## src/rtl/div_issue_ctrl.sv

```systemverilog
// Requester side of the sequential divider Start/Done handshake: accepts RISC-V
// DIV/DIVU/REM/REMU, resolves corner cases locally and sign-fixes divider results.
module div_issue_ctrl #(
    parameter int MSB = 31
) (
    input  logic         i_clk,
    input  logic         i_reset,
    input  logic         i_req_valid,
    output logic         o_req_ready,
    input  logic [1:0]   i_req_op,
    input  logic [MSB:0] i_req_rs1,
    input  logic [MSB:0] i_req_rs2,
    input  logic [4:0]   i_req_rd,
    input  logic         i_flush,
    output logic         o_rsp_valid,
    output logic [MSB:0] o_rsp_data,
    output logic [4:0]   o_rsp_rd,
    output logic         o_div_start,
    output logic [MSB:0] o_div_divident,
    output logic [MSB:0] o_div_divisor,
    input  logic         i_div_done,
    input  logic [MSB:0] i_div_quotient,
    input  logic [MSB:0] i_div_remainder
);

    typedef enum logic [2:0] {
        S_IDLE   = 3'd0,
        S_LAUNCH = 3'd1,
        S_WAIT   = 3'd2,
        S_RESP   = 3'd3,
        S_DRAIN  = 3'd4
    } state_t;

    localparam logic [MSB:0] ZERO    = {(MSB+1){1'b0}};
    localparam logic [MSB:0] ONES    = {(MSB+1){1'b1}};
    localparam logic [MSB:0] MIN_NEG = {1'b1, {MSB{1'b0}}};

    function automatic logic [MSB:0] negate(input logic [MSB:0] x);
        return ~x + {{MSB{1'b0}}, 1'b1};
    endfunction

    function automatic logic [MSB:0] magnitude(input logic [MSB:0] x, input logic is_signed);
        logic [MSB:0] res;
        if (is_signed && x[MSB]) begin
            res = negate(x);
        end else begin
            res = x;
        end
        return res;
    endfunction

    state_t       r_state;
    state_t       w_next_state;
    logic         r_req_ready;
    logic         r_div_start;
    logic [MSB:0] r_rsp_data;
    logic [4:0]   r_rsp_rd;
    logic [MSB:0] r_div_divident;
    logic [MSB:0] r_div_divisor;
    logic         r_is_rem;
    logic         r_negate;

    logic         w_accept;
    logic         w_signed;
    logic         w_is_rem;
    logic         w_div_zero;
    logic         w_overflow;
    logic         w_special;
    logic [MSB:0] w_special_data;
    logic [MSB:0] w_raw_result;
    logic [MSB:0] w_fixed_result;

    // Request decode and locally resolved results (divide-by-zero, signed overflow)
    always_comb begin
        w_accept       = i_req_valid && (r_state == S_IDLE) && !i_flush;
        w_signed       = !i_req_op[0];
        w_is_rem       = i_req_op[1];
        w_div_zero     = (i_req_rs2 == ZERO);
        w_overflow     = w_signed && (i_req_rs1 == MIN_NEG) && (i_req_rs2 == ONES);
        w_special      = w_div_zero || w_overflow;
        if (w_div_zero) begin
            w_special_data = w_is_rem ? i_req_rs1 : ONES;
        end else begin
            w_special_data = w_is_rem ? ZERO : i_req_rs1;
        end
        w_raw_result   = r_is_rem ? i_div_remainder : i_div_quotient;
        w_fixed_result = r_negate ? negate(w_raw_result) : w_raw_result;
    end

    // Next-state logic; Flush wins over divider completion
    always_comb begin
        w_next_state = r_state;
        case (r_state)
            S_IDLE: begin
                if (w_accept) begin
                    w_next_state = w_special ? S_RESP : S_LAUNCH;
                end else begin
                    w_next_state = S_IDLE;
                end
            end
            S_LAUNCH: begin
                // Divider samples the start pulse this cycle, so a flush must still drain
                w_next_state = i_flush ? S_DRAIN : S_WAIT;
            end
            S_WAIT: begin
                if (i_flush) begin
                    w_next_state = S_DRAIN;
                end else if (i_div_done) begin
                    w_next_state = S_RESP;
                end else begin
                    w_next_state = S_WAIT;
                end
            end
            S_RESP: begin
                w_next_state = S_IDLE;
            end
            S_DRAIN: begin
                w_next_state = i_div_done ? S_IDLE : S_DRAIN;
            end
            default: begin
                w_next_state = S_IDLE;
            end
        endcase
    end

    // State register with ready/start decoded one cycle ahead
    always_ff @(posedge i_clk) begin
        if (i_reset) begin
            r_state     <= S_IDLE;
            r_req_ready <= 1'b1;
            r_div_start <= 1'b0;
        end else begin
            r_state     <= w_next_state;
            r_req_ready <= (w_next_state == S_IDLE);
            r_div_start <= (w_next_state == S_LAUNCH);
        end
    end

    // Operand, tag and sign capture on accept; held until the next accept
    always_ff @(posedge i_clk) begin
        if (i_reset) begin
            r_div_divident <= ZERO;
            r_div_divisor  <= ZERO;
            r_rsp_rd       <= 5'd0;
            r_is_rem       <= 1'b0;
            r_negate       <= 1'b0;
        end else if (w_accept) begin
            r_div_divident <= magnitude(i_req_rs1, w_signed);
            r_div_divisor  <= magnitude(i_req_rs2, w_signed);
            r_rsp_rd       <= i_req_rd;
            r_is_rem       <= w_is_rem;
            r_negate       <= w_signed && (w_is_rem ? i_req_rs1[MSB]
                                                    : (i_req_rs1[MSB] ^ i_req_rs2[MSB]));
        end else begin
            r_div_divident <= r_div_divident;
            r_div_divisor  <= r_div_divisor;
            r_rsp_rd       <= r_rsp_rd;
            r_is_rem       <= r_is_rem;
            r_negate       <= r_negate;
        end
    end

    // Result register: special-case value at accept, sign-fixed divider output on completion
    always_ff @(posedge i_clk) begin
        if (i_reset) begin
            r_rsp_data <= ZERO;
        end else if (w_accept && w_special) begin
            r_rsp_data <= w_special_data;
        end else if ((r_state == S_WAIT) && i_div_done && !i_flush) begin
            r_rsp_data <= w_fixed_result;
        end else begin
            r_rsp_data <= r_rsp_data;
        end
    end

    // A flush in the response cycle must be able to cancel the strobe, so it stays combinational
    assign o_rsp_valid    = (r_state == S_RESP) && !i_flush && !i_reset;
    assign o_req_ready    = r_req_ready;
    assign o_div_start    = r_div_start;
    assign o_rsp_data     = r_rsp_data;
    assign o_rsp_rd       = r_rsp_rd;
    assign o_div_divident = r_div_divident;
    assign o_div_divisor  = r_div_divisor;

endmodule

```

## config.mk

```make
export PLATFORM = sky130hd
export DESIGN_NAME = div_issue_ctrl
export DESIGN_NICKNAME = d
export VERILOG_FILES = /design/src/rtl/div_issue_ctrl.sv
export SDC_FILE = /design/constraint.sdc
export NUM_CORES = 1
export LEC_CHECK = 0
export CAP_MARGIN = 30
export CORE_ASPECT_RATIO = 1.2
export CORE_MARGIN = 4
export CORE_UTILIZATION = 47
export CTS_CLUSTER_DIAMETER = 80
export CTS_CLUSTER_SIZE = 40
export DETAILED_ROUTE_END_ITERATION = 6
export PLACE_DENSITY = 0.85
export RECOVER_POWER = 100
export SYNTH_ARGS = -nofsm -noshare
export SYNTH_HDL_FRONTEND = slang
export SYNTH_SLANG_ARGS = --single-unit
```

## constraint.sdc

```tcl
create_clock -name i_clk -period 5.1 [get_ports i_clk]
set_input_delay 1.02 -clock i_clk [delete_from_list [all_inputs] [get_ports i_clk]]
set_output_delay 1.02 -clock i_clk [all_outputs]
set_load 0.02 [all_outputs]
```

Word level (Yosys, flattened, before mapping). Cells that the tools add are included.

Register bits: 108. Input port bits: 140.

Bitwise operators: 4. Multiplexer cells: 17. Reductions and logical operators: 20. Equality and inequality tests: 7. Add/subtract/negate cells: 3.

Operator list (count): 32-bit 2-to-1 mux (9); 32-bit by 1-bit adder with 32-bit output (second input constant) (3); 32-bit NOT (3); 32-bit equality test (second input constant) (2); 32-bit logical NOT (1); 1-bit logical AND (12); 3-bit case mux with 4 select lines (1); 3-bit 2-to-1 mux (3); 3-bit by 1-bit equality test with 1-bit output (second input constant) (2); 3-bit by 2-bit equality test with 1-bit output (second input constant) (2); 3-bit logical NOT (2); 2-bit 2-to-1 mux (2); 3-bit equality test (second input constant) (1); 1-bit logical NOT (3); 1-bit 2-to-1 mux (2); 2-bit nonzero test (1); 1-bit logical OR (1); 1-bit XOR (1).

Longest topological paths before layout. Gate-level depths: netlist (run 1).

Word-level depth: 8. Depth in mapped cells: 14. Mapped depth without buffers: 8.

Least setup slack after synthesis (run 1). Ideal clock, no wire load.

Path kind: reg-to-reg. Start point: register r_is_rem. End point: register r_rsp_data[26], in the netlist o_rsp_data[26]. Stages on the path, launching flop included: 15. Slack: 1.354 ns. Path buffers: 6. Library setup time: 0.101 ns. Arrival: 3.645 ns. Cell sequence: dfxtp_1 buf_2 buf_4 buf_2 buf_2 buf_2 buf_2 mux2i_1 ha_1 nor4b_1 a2bb2oi_1 nand4b_1 nor4b_2 mux2i_1 o41ai_1.

Longest elaborated chain between the ends: 6.

RTL lines: from (decl) (line 60) `logic r_is_rem;`; from (signal assigned) (line 151) `r_is_rem <= w_is_rem;`; from (signal assigned) (line 158) `r_is_rem <= r_is_rem;`; 32-bit 2-to-1 mux (*) (line 86) `w_raw_result = r_is_rem ? i_div_remainder : i_div_quotient;`; 32-bit NOT (line 39) `return ~x + {{MSB{1'b0}}, 1'b1};`; 32-bit by 1-bit adder with 32-bit output (line 39); 32-bit 2-to-1 mux (*) (line 87) `w_fixed_result = r_negate ? negate(w_raw_result) : w_raw_result;`; 32-bit 2-to-1 mux (*) (line 169) `end else if ((r_state == S_WAIT) && i_div_done && !i_flush) begin`; 32-bit 2-to-1 mux (*) (line 167) `end else if (w_accept && w_special) begin`; to (signal assigned) (line 168) `r_rsp_data <= w_special_data;`; to (signal assigned) (line 170) `r_rsp_data <= w_fixed_result;`; to (signal assigned) (line 172) `r_rsp_data <= r_rsp_data;`; to (decl) (line 56) `logic [MSB:0] r_rsp_data;`.

Every way passes the cells marked *; elsewhere a longest branch is shown, timed or not. The select of a mux whose other input is x is not followed. A chain may end at the register's enable or synchronous reset.

==> results of run 1 <==
## metal layers
layer | share of wire, % | vias up
met5 | 0 | -
met4 | 2.7 | 0
met3 | 9.4 | 47
met2 | 47 | 380
met1 | 41 | 3699
li1 | - | 3803
## worst min path at each step
stage | slack, ps | cells past startpoint | end
floorplan | 530 | 2 | o_div_divident[30]
CTS | 460 | 2 | o_rsp_rd[1]
global placement | 440 | 2 | o_div_divident[30]
finish | 450 | 2 | o_div_divisor[31]
global route | 470 | 2 | o_rsp_rd[1]
detailed placement | 450 | 2 | o_div_divisor[31]
## area by class of cell
cell class                 instances  share of cell area (%)
tap                              204                   2.546
clock inverter                     7                  0.4991
multi-input combinational        721                   47.19
inverter                          12                  0.4492
sequential                       108                   21.57
clock buffer                       9                   2.246
timing repair buffer             261                   25.49
## registers in the layout, summed over array words and instances, names as in the netlist
signal	flops
o_div_divident	32
r_state	3
o_div_divisor	32
r_is_rem	1
o_rsp_data	32
o_div_start	1
o_req_ready	1
o_rsp_rd	5
r_negate	1
## power by group through the flow
stage	Sequential (uW)	Combinational (uW)	Clock, uW
after floorplan	981	241	0
after global placement	936	570	0
after detailed placement	937	577	0
after CTS	918	581	669
after global routing	922	614	708
final	917	572	664
## logic make-up after synthesis
group / after synthesis / share of synthesized area (%)
flip-flops: 108 / 30.05
XOR/XNOR: 76 / 9.252
adder cells (fa/ha/maj): 31 / 4.452
multiplexers: 33 / 4.765
AO/OA/AOI/OAI: 244 / 23.30
buffers and inverters: 77 / 4.348
AND/OR/NAND/NOR: 337 / 23.83
## cell usage after synthesis, types with 6 or more instances
master / count / share of area (%)
nand3_1: 21 / 1.5
dfxtp_1: 108 / 30
nand2b_1: 11 / 0.96
nand2_1: 66 / 3.4
xnor2_1: 57 / 6.9
o41ai_1: 8 / 0.97
a211oi_1: 59 / 6.2
nor2_1: 108 / 5.6
o21ai_0: 27 / 1.9
or4_1: 6 / 0.63
nor3_1: 31 / 2.2
clkbuf_1: 53 / 2.8
maj3_1: 27 / 3.8
o31ai_1: 8 / 0.83
mux2i_1: 23 / 3.2
buf_2: 10 / 0.70
nor3b_1: 6 / 0.63
a31oi_1: 29 / 2.5
a21oi_1: 56 / 3.9
inv_1: 11 / 0.57
nand4_1: 12 / 1.0
xor2_1: 19 / 2.3
mux2_2: 7 / 1.1
and2_1: 8 / 0.70
nor4_1: 18 / 1.6
or3_1: 13 / 1.1
## worst register-to-register path: stages, from the launching register on
cell and delay, ps:
dfxtp_2 790, buf_4 480, nor4b_1 480, o221ai_1 350
or3_1 550, o31ai_1 360, xnor2_1 160, a2111oi_0 400
## through the flow
stage / power [uW] / setup WS [ps] / hold slack (ps)
final: 2153 / 598.5 / 450.2
after floorplan: 1222 / 1354 / 530.2
after detailed placement: 1514 / 525.9 / 447.2
after CTS: 2168 / 897.0 / 456.7
after global placement: 1506 / 636.7 / 439.8
after global routing: 2244 / 314.4 / 465.0
==> key figures, run 1 <==
Worst setup path
  – Top delay family on crit path: buffers and inverters
  – Worst setup path end: o_req_ready
  – Crit path capture type: flop
  – Critical Path RT: 5350 ps
  – Crit path depth: 4
  – Cells on worst reg2reg path: 7
  – Critical Path Start Type: input port
  – Reg-to-Reg Start: r_is_rem
  – First element of the critical path: i_reset
  – CP bufs+invs: 2
  – Slowest stage delay, CP: just over 3000 ps
  – Worst Path Arrival: 4750 ps
  – R2r setup slk: between 1000 and 1500 ps
  – WS Path Type: input port to flop
  – Endpoint of the worst-slack reg-to-reg timing path: o_rsp_data[25]
  – CP Cell Sequence: buf_2 -> clkbuf_1 -> a21oi_1 -> nor3_1
  – Slowest-stage cell, CP: clkbuf_1
  – CP Max Fanout: 92

STA
  – Final hold viol count: 0
  – Slew HR: -187.6%
  – Tcrit/Tclk final: 88.27%
  – Setup TNS: 0 ps
  – Slew Limit Fails: 193
  – Fmax: 0.2221 GHz
  – Unrepaired setup endpoints after global routing: no
  – Worst slew pin tran: 4313 ps
  – Setup Viol. Count Final: 0
  – Setup Skew: 7.044 ps
  – Post-route minimum period: 4502 ps

Power and ir drop
  – Switching Share: 30.64%
  – Sequential Power Share: 42.6%
  – Combinational Power Share: a little over a quarter
  – Power Dens Cells: 214.8 nW/um2
  – Sw power: between 600 and 700 uW
  – Clock power share: 30.8%
  – Pleak: between 0.003 and 0.004 uW
  – Max IR drop VDD: roughly 170 uV
  – Pint: 1494 uW

Place
  – Detailed Place HPWL: 18650 um
  – Port buffer count: 243
  – Cells after DPL: 1306
  – Final Wtd Congestion: 0.8835
  – Placed Area: slightly below 10000 um2

Floorplanning
  – FP Rows: 49
  – Starting Density: 47.90%
  – IO Count: 244
  – DIE HEIGHT: 143.5 um
  – Chip Width: 120.9 um
  – Die area: 17360 um2
  – Core box area: 15020 um2

Route
  – Avg WL per Cell: 18.76 um
  – Final wirelength: 24800 um
  – Via/cell ratio: 5.998
  – Antenna Nets Post-Route: 0
  – Via Count: between 7000 and 8000
  – DRC: 0
  – Initial DRC count: 693
  – Drt pass-1 iters: 6

Clock tree
  – Sink Count: 108
  – Maximum clock path buffer count: 2
  – Root Driver: clkbuf_16
  – Post-CTS setup buffers: 0
  – CTS clk-pin slew, worst paths: 70 ps
  – Post_cts resized: 0
  – Post-CTS Hold Buffers: 0
  – Htree depth: 3
  – Worst skew pair latency: 350 ps
  – CTS tree: yes
  – TritonCTS buffer count: 9

Cells and area
  – Final Cell Area: 10030 um2
  – Non-Filler Instances: 1322
  – FILL cells: around 1300
  – Reg area: 2163 um2
  – Most frequent cells in the layout: 136 x clkdlybuf4s50_1, 108 x nor2_1, 107 x dfxtp_1
  – Commonest non-fill, non-tap cell in the layout: clkdlybuf4s50_1
  – Multi-input gate area: 4732 um2
  – Final Util: about 67%
  – Final nets: 1257
  – # diodes: 0
  – Synthesis-to-finish area growth: 39.37%
  – Layout cells sized above 1: under 10%

GRT
  – Antenna violations before repair: 0
  – Met1 usage: 35.05%
  – Global-route wire length before repair: 38050 um
  – GR Layer Usage met2: 44.73%
  – Met3 Resource Use GR: 6.535%
  – Total gr overflow: 0
  – Largest net degree at the start of global routing: 100
  – Gr usage total: 27.14%
  – Vias in the first global route: around 7300
  – GR peak layer: met2

Job
  – Max-Cap Viols: 2

Logic synthesis
  – Syn Area/Cell: slightly below 8 um2
  – Synth Flop Type: dfxtp_1
  – Yosys reg bits: 108
  – Mapped Cells: 906
  – Post-synth net total: 1050
  – Number of synthesized flops with an enable pin: 0
  – Area of the mapped netlist: 7194 um2
  – YS warnings: 0
  – Asr flop ratio synth: 0%
  – Seq/Total Area, Yosys: 30.05%
  – Synth unique cells: 74

Outcome
  – Failing checks: max-capacitance violations, max-slew violations
  – Status: finished, violations left

Hold path
  – Hold WC Path Type: flop to flop
  – HP Start: o_div_divisor[31]
Note: power is estimated with default switching activity, not from simulation.
==> inputs of run 2 (changes only) <==
CORE_MARGIN = 10   (was 4)
==> key figures, run 2 (synthesis gave the netlist of run 1 again) <==
Outcome
  – Status: finished, violations left
  – Failing checks: max-capacitance violations, max-slew violations

Clock tree
  – Htree depth: 3
  – Post-CTS Hold Buffers: 0
  – Worst skew pair latency: 350 ps
  – Maximum clock path buffer count: 2
  – CTS tree: yes
  – Post-CTS setup buffers: 0
  – TritonCTS buffer count: 9
  – CTS clk-pin slew, worst paths: 70 ps
  – Post_cts resized: 0
  – Sink Count: around 110
  – Root Driver: clkbuf_16

STA
  – Post-route minimum period: 4404 ps
  – Unrepaired setup endpoints after global routing: no
  – Setup Skew: 6.964 ps
  – Final hold slack: approximately 450 ps
  – Setup TNS: 0 ps
  – Worst slew pin tran: a little under 2000 ps
  – Slew HR: -32.60%
  – Tcrit/Tclk final: around 86%
  – Slew Limit Fails: 182
  – Final hold viol count: 0
  – Setup Viol. Count Final: 0
  – Fmax: 0.2271 GHz

Job
  – Max-Cap Viols: 2

GRT
  – Vias in the first global route: 7453
  – Total gr overflow: 0
  – Gr usage total: 23.75%
  – Global-route wire length before repair: 40430 um
  – Antenna violations before repair: 1
  – Largest net degree at the start of global routing: 93

Worst setup path
  – CP Max Fanout: 31
  – Critical Path RT: 5240 ps
  – Crit path capture type: flop
  – Worst Path Arrival: around 4500 ps
  – CP Cell Sequence: dlygate4sd3_1 -> inv_1 -> ha_1 -> nor3b_1 -> nand4_1 -> nor4_1 -> a21oi_2 -> clkbuf_2 -> a211oi_1 -> a211oi_1
  – Slowest-stage cell, CP: nor4_1
  – CP bufs+invs: 3
  – WS Path Type: input port to flop
  – Cell mode on critical path: a211oi_1
  – Critical Path Start Type: input port
  – Top delay family on crit path: simple AND/OR/NAND/NOR gates
  – Slowest stage delay, CP: 690 ps

Floorplanning
  – DIE HEIGHT: between 150 and 200 um
  – Starting Density: 47.90%
  – FP Rows: 49
  – Core box area: 15020 um2
  – IO Count: about 240
  – Die area: 20680 um2
  – Chip Width: between 100 and 150 um

Route
  – Antenna Nets Post-Route: 0
  – Initial DRC count: 737
  – Drt pass-1 iters: 6
  – Final wirelength: 26120 um
  – DRC: 0
  – Via/cell ratio: ~6.0
  – Via Count: between 7000 and 8000
  – Avg WL per Cell: 19.76 um

Cells and area
  – Synthesis-to-finish area growth: 39.25%
  – Most frequent cells in the layout: 133 x clkdlybuf4s50_1, 109 x dlygate4sd3_1, 108 x nor2_1
  – Final Util: 66.70%
  – Layout cells sized above 1: under 10%
  – Final nets: 1256
  – Commonest non-fill, non-tap cell in the layout: clkdlybuf4s50_1
  – FILL cells: 1288

Place
  – Final Wtd Congestion: 0.8948
  – Port buffer count: 243
  – Detailed Place HPWL: 20260 um

Hold path
  – Hold WC Path Type: flop to flop

Power and ir drop
  – Pleak: 0.003487 uW
  – Power Dens Cells: 215.4 nW/um2
  – Max IR drop VDD: 212.4 uV
run 2: changes by cell type in the layout (fill, tap and decap cells not counted), sizes merged, moves of 3 or more:
cell,change
clkbuf,+7
clkdlybuf4s50,-3
buf,-5
dlygate4sd3,+3
run 2: layout make-up:
cell class                      instances  area [um2]  area share [%]
Multi-Input combinational cell        721        4733           47.25
Sequential cell                       108        2163           21.59
Timing Repair Buffer                  260        2539           25.34
Inverter                               12       45.04          0.4496
Clock buffer                           12       246.5           2.460
Clock inverter                          4       33.78          0.3372
Antenna cell                            1       2.502         0.02498
Tap cell                              204       255.2           2.548
run 2: power by group:
| part | internal, uW | switching [uW] | total (uW) | leakage [uW] |
|---|---|---|---|---|
| sequential | 888 | 28.0 | 916 | 0.000883 |
| clock | 349 | 322 | 671 | 0.000133 |
| combinational | 269 | 302 | 572 | 0.00247 |
| total | 1510 | 652 | 2160 | 0.00349 |
run 2: path summary, 6_finish.rpt:
path                startpoint           endpoint  slack [ps]  cells past startpoint
min          o_div_divisor[31]  o_div_divisor[31]         450                      2
max               i_req_rs1[0]     o_rsp_data[12]         700                     10
max reg2reg           r_is_rem     o_rsp_data[25]        1500                      7
min reg2reg  o_div_divisor[31]  o_div_divisor[31]         450                      2
run 2: worst register-to-register path: cells and delay by family (launching register included):
family	cells	cell delay, ps
AO/OA/AOI/OAI	3	1030
AND/OR/NAND/NOR	2	980
flip-flops	1	840
buffers and inverters	1	470
XOR/XNOR	1	150
run 2: per-layer routing:
layer / up-vias / GRT usage [%] / share of wire (%)
met5: - / 0 / 0
met4: 0 / 8.552 / 2.4
met3: 34 / 5.509 / 8.5
met2: 360 / 39.28 / 48
met1: 3719 / 29.54 / 41
li1: 3806 / - / -
run 2: metrics by stage:
step	setup WS, ps	power [uW]	area (um2)	cells
6_report	696.5	2158	10020	1322
2_1_floorplan	1354	1222	7194	906
3_5_place_dp	687.3	1517	9756	1305
3_3_place_gp	826.9	1509	9756	1305
5_1_grt	431.3	2242	10020	1322
4_1_cts	1034	2177	10040	1321
